### src/rtl/instruction_fetch_if.sv
// Instruction memory bus: port A reads imem_addr, port B reads imem_addr+1, both combinational.
interface instruction_fetch_if;
    localparam int unsigned ADDR_W = 32;
    localparam int unsigned WORD_W = 16;

    logic [ADDR_W-1:0] imem_addr;
    logic [WORD_W-1:0] imem_data;
    logic [WORD_W-1:0] imem_data_next;

    modport master (output imem_addr, input imem_data, input imem_data_next);
    modport slave  (input imem_addr, output imem_data, output imem_data_next);
endinterface

### src/rtl/instruction_fetch.sv
// Instruction fetch stage: PC, reset/interrupt vector loads, two-word instructions, branch, stall, interrupt bubble.
// Optional FETCH_PERF_COUNT_EN adds fetch and stall counters.
module instruction_fetch #(
    parameter int unsigned IMM_FLAG_BIT   = 15,
    parameter logic [31:0] RESET_VEC_ADDR = 32'd0,
    parameter logic [31:0] INT_VEC_ADDR   = 32'd2
) (
    input  logic                clk,
    input  logic                reset,
    input  logic                stall,
    input  logic                branch_taken,
    input  logic [31:0]         branch_target,
    input  logic                int_req,
    instruction_fetch_if.master imem,
    output logic [31:0]         PC_out,
    output logic [15:0]         instruction_out,
    output logic [15:0]         Data_out,
    output logic                INT_out
`ifdef FETCH_PERF_COUNT_EN
    ,
    output logic [31:0]         fetch_count_out,
    output logic [31:0]         stall_count_out
`endif
);
    localparam int unsigned ADDR_W = 32;
    localparam int unsigned WORD_W = 16;

    typedef enum logic [1:0] {
        BOOT     = 2'd0,
        RUN      = 2'd1,
        INT_EMIT = 2'd2,
        INT_VEC  = 2'd3
    } state_t;

    state_t            state;
    logic [ADDR_W-1:0] pc;
    logic              int_pending;

    logic              imm_flag;
    logic [ADDR_W-1:0] vec_word;
    logic [ADDR_W-1:0] pc_step;
    logic              seq_advance;

    assign imm_flag    = imem.imem_data[IMM_FLAG_BIT];
    assign vec_word    = {imem.imem_data, imem.imem_data_next};
    assign pc_step     = imm_flag ? ADDR_W'(2) : ADDR_W'(1);
    assign seq_advance = (state == RUN) && !branch_taken && !stall && !int_pending;

    // State, PC and pending-interrupt register
    always_ff @(posedge clk) begin
        if (reset) begin
            state       <= BOOT;
            pc          <= '0;
            int_pending <= 1'b0;
        end else begin
            case (state)
                BOOT: begin
                    pc    <= vec_word;
                    state <= RUN;
                end
                RUN: begin
                    if (branch_taken) begin
                        pc <= branch_target;
                    end else if (stall) begin
                        pc <= pc;
                    end else if (int_pending) begin
                        state <= INT_EMIT;
                    end else begin
                        pc <= pc + pc_step;
                    end
                end
                INT_EMIT: begin
                    // A branch here retargets the return address and keeps the marker pending
                    if (branch_taken) begin
                        pc <= branch_target;
                    end else if (!stall) begin
                        int_pending <= 1'b0;
                        state       <= INT_VEC;
                    end
                end
                INT_VEC: begin
                    if (!stall) begin
                        pc    <= vec_word;
                        state <= RUN;
                    end
                end
                default: state <= BOOT;
            endcase
            // New requests win over the clear so they are serviced after returning to RUN
            if (int_req) begin
                int_pending <= 1'b1;
            end
        end
    end

`ifdef FETCH_PERF_COUNT_EN
    always_ff @(posedge clk) begin
        if (reset) begin
            fetch_count_out <= '0;
            stall_count_out <= '0;
        end else begin
            if (seq_advance) begin
                fetch_count_out <= fetch_count_out + 32'd1;
            end
            if (stall && (state != BOOT)) begin
                stall_count_out <= stall_count_out + 32'd1;
            end
        end
    end
`endif

    // Memory address and IF/ID outputs, forced to NOP while reset is held
    always_comb begin
        imem.imem_addr  = pc;
        PC_out          = '0;
        instruction_out = '0;
        Data_out        = '0;
        INT_out         = 1'b0;
        if (!reset) begin
            case (state)
                BOOT: begin
                    imem.imem_addr = RESET_VEC_ADDR;
                end
                RUN: begin
                    PC_out          = pc;
                    instruction_out = imem.imem_data;
                    Data_out        = imm_flag ? imem.imem_data_next : WORD_W'(0);
                end
                INT_EMIT: begin
                    PC_out  = pc;
                    INT_out = 1'b1;
                end
                INT_VEC: begin
                    imem.imem_addr = INT_VEC_ADDR;
                end
                default: begin
                    imem.imem_addr = pc;
                end
            endcase
        end else begin
            imem.imem_addr = RESET_VEC_ADDR;
        end
    end
endmodule
### src/flat_wrapper.sv
// flat-port wrapper written by rule: the top's interface ports become plain ports
module instruction_fetch_flat 
#(
    parameter int unsigned IMM_FLAG_BIT   = 15,
    parameter logic [31:0] RESET_VEC_ADDR = 32'd0,
    parameter logic [31:0] INT_VEC_ADDR   = 32'd2
)
  (clk, reset, stall, branch_taken, branch_target, int_req, PC_out, instruction_out, Data_out, INT_out, imem_imem_addr, imem_imem_data, imem_imem_data_next);
  instruction_fetch_if imem_i ();
  input  logic clk;
  input  logic reset;
  input  logic stall;
  input  logic branch_taken;
  input  logic [31:0] branch_target;
  input  logic int_req;
  output logic [31:0] PC_out;
  output logic [15:0] instruction_out;
  output logic [15:0] Data_out;
  output logic INT_out;
  output wire logic [$bits(imem_i.imem_addr)-1:0] imem_imem_addr;
  input wire logic [$bits(imem_i.imem_data)-1:0] imem_imem_data;
  input wire logic [$bits(imem_i.imem_data_next)-1:0] imem_imem_data_next;
  assign imem_imem_addr = imem_i.imem_addr;
  assign imem_i.imem_data = imem_imem_data;
  assign imem_i.imem_data_next = imem_imem_data_next;
  instruction_fetch #(.IMM_FLAG_BIT(IMM_FLAG_BIT), .RESET_VEC_ADDR(RESET_VEC_ADDR), .INT_VEC_ADDR(INT_VEC_ADDR)) u_core (.clk(clk), .reset(reset), .stall(stall), .branch_taken(branch_taken), .branch_target(branch_target), .int_req(int_req), .imem(imem_i), .PC_out(PC_out), .instruction_out(instruction_out), .Data_out(Data_out), .INT_out(INT_out));
endmodule
### config.mk
export PLATFORM = sky130hd
export DESIGN_NAME = instruction_fetch_flat
export DESIGN_NICKNAME = d
export VERILOG_FILES = /design/src/rtl/instruction_fetch_if.sv /design/src/rtl/instruction_fetch.sv /design/src/flat_wrapper.sv
export SDC_FILE = /design/constraint.sdc
export NUM_CORES = 1
export LEC_CHECK = 0
export ABC_AREA = 1
export CAP_MARGIN = 20
export CORE_ASPECT_RATIO = 2
export CORE_MARGIN = 8
export CORE_UTILIZATION = 44
export CTS_CLUSTER_SIZE = 40
export DETAILED_ROUTE_END_ITERATION = 10
export PLACE_DENSITY = 0.89
export SLEW_MARGIN = 15
export SYNTH_ARGS = -nofsm -noshare
export SYNTH_HDL_FRONTEND = slang
export SYNTH_SLANG_ARGS = --single-unit
### constraint.sdc
create_clock -name clk -period 2.1 [get_ports clk]
set_input_delay 0.42 -clock clk [delete_from_list [all_inputs] [get_ports clk]]
set_output_delay 0.42 -clock clk [all_outputs]
set_load 0.02 [all_outputs]
Yosys cells after proc, flatten, opt, wreduce, memory -nomap -nowiden
Index checks and enable logic that the tools add are counted.
- register bits: 35
- output and inout port bits: 97
- add/sub/neg operators: 1
- reduce and logical (&&, ||, !) cells: 6
- equality and inequality tests: 14
- muxes and demuxes: 29
- operators with widths (cell ; number):
    32-bit two-way mux ; 8
    32-bit one-hot mux with 4 select lines ; 1
    16-bit two-way mux ; 5
    32-bit one-hot mux with 2 select lines ; 1
    32-bit adder ; 1
    2-bit two-way mux ; 7
    2-bit != test, second input constant ; 6
    2-bit one-hot mux with 4 select lines ; 1
    1-bit two-way mux ; 6
    2-bit by 1-bit != test with 1-bit output, second input constant ; 3
    3-bit != test, second input constant ; 2
    6-bit AND reduction ; 1
    2-bit equality test, second input constant ; 2
    4-bit AND reduction ; 1
    3-bit AND reduction ; 1
    2-bit by 1-bit equality test with 1-bit output, second input constant ; 1
    2-bit zero test ; 1
    2-bit nonzero test ; 1
    2-bit OR reduction ; 1

Depth between registers and ports, before layout
Gate-level depths: netlist of run 1.
- depth after elaboration: 6
- mapped depth: 15
- gate-level depth less buffers: 15

Least setup slack after synthesis of run 1
OpenSTA, ideal clock, no wires.
- kind: reg2out
- start: register u_core.state[1]
- end: output port Data_out[10]
- arrival time: 1.919 ns
- setup slack: -0.239 ns
- cell stages (with the launch flop): 11
- buffers on the path: 2
- cell sequence: dfxtp_1 inv_1 ha_1 buf_2 inv_2 nor2_1 inv_1 nor2_1 inv_1 clkbuf_1 nor2_1
- word-level cells in the longest chain between the ends: 3
- RTL lines (what ; RTL line ; RTL):
    from (decl) ; instruction_fetch.sv:35 ; state_t state;
    from (signal assigned) ; instruction_fetch.sv:52 ; state <= BOOT;
    from (signal assigned) ; instruction_fetch.sv:59 ; state <= RUN;
    from (signal assigned) ; instruction_fetch.sv:67 ; state <= INT_EMIT;
    2-bit by 1-bit equality test with 1-bit output ; n/a ;
    16-bit two-way mux ; instruction_fetch.sv:120 ; case (state)
    16-bit two-way mux ; instruction_fetch.sv:119 ; if (!reset) begin
    to (decl) ; flat_wrapper.sv:18 ; output logic [15:0] Data_out;
No other way between the ends.

Final worst setup path of run 1
- start: register u_core.state[1]
- end: output port imem_imem_addr[15]
- word-level cells in the longest chain between the ends: 3
- elaborated cells between the ends (all ways): 4
- RTL lines (what ; RTL line ; RTL):
    2-bit equality test / 2-bit zero test (equally long branches) ; instruction_fetch.sv:120 ;
    32-bit one-hot mux with 2 select lines (*) ; instruction_fetch.sv:120 ;
    32-bit two-way mux (*) ; instruction_fetch.sv:119 ;
    to (decl) ; flat_wrapper.sv:20 ; output wire logic [$bits(imem_i.imem_addr)-1:0] imem_imem_addr;
Every way passes the cells marked *; elsewhere a longest branch is shown, timed or not.

==> metrics.txt, run 1 <==
maximum operating frequency 461 MHz; via count 5910; CTS Buffer Depth 2; vias in the first global route 5552; Final Cycle Share 1.03; worst min path class reg -> reg; Num CTS Buffers 5; post-route setup TNS -0.520 ns; Total Routing Usage GR 0.271; Antenna diodes 0; Core Rows 48; htree depth 2; most frequent cells in the layout 197 x nand2_1, 88 x nor2_1, 73 x inv_1; antenna violations before repair 0; Final Cell Area 6430 sq um; CP endpoint kind primary output; wire length per cell 18.2 um; Pre-antenna DRT Iters 6; GPL Wtd Cong 1.02; Port-buffer cells 165; initial cell density of the core 0.447; Layout area overhead 67.5%; WP depth 6; violated checks setup timing; syn nets 812; hold_buf cts 0; sequential cell area fraction in the yosys report 0.182; Mapped Avg Cell Area 5.22 sq um; hold path cells 2; die width 82.1 um; max-slew violation count 0; CP arrival 1.75 ns; CTS root buf clkbuf_16; Worst IR Drop VDD 1.67 mV; HPWL Detailed 12.4 mm; warnings from Yosys 0; Clock Skews 0.00436 ns; global-route wire length before repair 26.4 mm; via density per instance 5.77; crit-path leading delay family buffers and inverters; Synth Cell Area 3840 sq um; Clock Pin Slew Worst Setup and Hold Paths 0.06 ns; Slew @ Worst Pin 0.487 ns; grt total ovfl 0; 1st-iter DRT viols 491; Fin. Hold Viols 0; Pleak 0.00292 uW; DRC viols 0; max_cap viols 0; I/O pin count 166; FF+latch area 703 sq um; CORE AREA 8590 sq um; ANT nets after route 0; most common cell after layout, fill and taps aside nand2_1; die height 148 um; PnR worst setup slack -0.0707 ns; die footprint 12200 sq um; crit-path max FO 11; status finished with violations; Worst path slowest cell dfxtp_2; max incr delay on CP 0.33 ns; clk sink count 35; library cells used by synthesis 26; Cells after Synth 736; Req. time, crit path 1.68 ns; CP Cell Sequence buf_6 -> ha_4 -> buf_12 -> buf_16 -> nor3_1 -> buf_4; largest net degree at the start of global routing 72; setup repair after global routing missed its margin yes; DP Worst Slack -0.494 ns; Pwr Total 8350 uW; PwrDens 1300 nW/um^2; fin nets 999; Filler cells 686; Detailed Route WL 18.6 mm; Worst slew margin 0.676; Area after DPL 5940 sq um; Tmin final 2.17 ns; Worst setup SP type flip-flop; latest clock arrival within the worst-skew pair 0.29 ns; Yosys reg bits 35; multi-input logic area 3080 sq um; share of layout cells above drive strength 1 0.266; reg2reg path depth 10; Setup violations, final 13; Worst Setup Path Type reg -> out; Critical path buffers and inverters 4; CTS tree built
-- cell families after synthesis --
kind of cell               count (synthesis)  synth area share
DFF                                       35             0.182
adders and majority gates                  7            0.0247
xor gates and xnor gates                   1           0.00228
and+or+nand+nor                          425             0.470
buffers and inverters                    126             0.127
AOI/OAI and AO/OA                        142             0.194
-- synth_stat cells --
cell	n	area, sq um
nor2_1	102	383
inv_1	77	289
fa_1	1	20.0
or2_2	1	6.26
nor2_4	3	33.8
buf_2	9	45.0
dfxtp_1	35	701
buf_1	2	7.51
nand4_1	6	37.5
nor2_8	1	20.0
nor2_2	8	50.1
xor2_1	1	8.76
o21ai_0	58	290
inv_2	5	18.8
ha_1	6	75.1
o22ai_1	1	6.26
nand2_1	202	758
clkbuf_1	32	120
nand3_1	40	200
a21oi_2	6	52.6
o21ai_1	6	30.0
nand2_2	5	31.3
nor3_1	57	285
o211ai_1	4	30.0
buf_4	1	7.51
a21oi_1	67	335
-- worst min-delay path: stages (launching register included) --
cell,delay [ns]
dfxtp_1,0.30
o21ai_0,0.07
a21oi_1,0.06
-- per-stage QoR --
step                      hold slack, ns  utilization  cells
after floorplan                    0.450            -    736
after global placement             0.465        0.691   1002
after detailed placement           0.469        0.691   1002
after CTS                          0.479        0.691   1016
after global routing               0.506        0.749   1024
final                              0.481        0.749   1024
-- layer usage --
layer / vias up / GRT usage / routed length (um)
met5: - / 0 / 0
met4: 0 / 0.168 / 1220
met3: 113 / 0.0351 / 1640
met2: 387 / 0.491 / 9820
met1: 2664 / 0.275 / 5940
li1: 2746 / - / -
-- cell type report --
| type | instances | area share |
|---|---|---|
| inverter | 82 | 0.0484 |
| multi-input combinational | 576 | 0.478 |
| timing repair buffer | 223 | 0.320 |
| sequential | 35 | 0.109 |
| tap | 100 | 0.0194 |
| clock buffer | 8 | 0.0243 |
-- path summary, 6_finish.rpt --
path	from	to	slack, ns
setup / recovery	u_core.state[1]$_SDFFE_PP0P_	imem_imem_addr[15]	-0.07
hold reg to reg	u_core.int_pending$_SDFFE_PP0P_	u_core.int_pending$_SDFFE_PP0P_	0.48
setup reg to reg	u_core.pc[1]$_SDFFE_PP0P_	u_core.pc[13]$_SDFFE_PP0P_	0.16
hold / removal	u_core.int_pending$_SDFFE_PP0P_	u_core.int_pending$_SDFFE_PP0P_	0.48
-- state kept, by name, summed over array words and instances (netlist names) --
signal,count
u_core.pc,32
u_core.state,2
u_core.int_pending,1
-- timing repair --
| item | in CTS | in global routing |
|---|---|---|
| setup buffers | 5 | 2 |
| resized for setup | 394 | 161 |
| pin swaps | 4 | 25 |
| cloned | 1 | 6 |
| setup endpoints to repair | 117 | 96 |
-- power by group --
group | internal (uW) | total (uW) | leakage (uW) | switching, uW
combinational | 2470 | 6230 | 0.00255 | 3760
clock | 506 | 800 | 0.0000772 | 295
sequential | 952 | 1320 | 0.000292 | 370
(Power assumes the default switching activity.)
==> run 2: changes to the inputs <==
--- a/config.mk
+++ b/config.mk
@@ -6,6 +6,7 @@
 export NUM_CORES = 1
 export LEC_CHECK = 0
 export ABC_AREA = 1
+export ABC_CLOCK_PERIOD_IN_PS = 2100
 export CAP_MARGIN = 20
 export CORE_ASPECT_RATIO = 2
 export CORE_MARGIN = 8
==> results of run 2 <==
No change in the layout: final DEF, timing and power equal those of run 1.
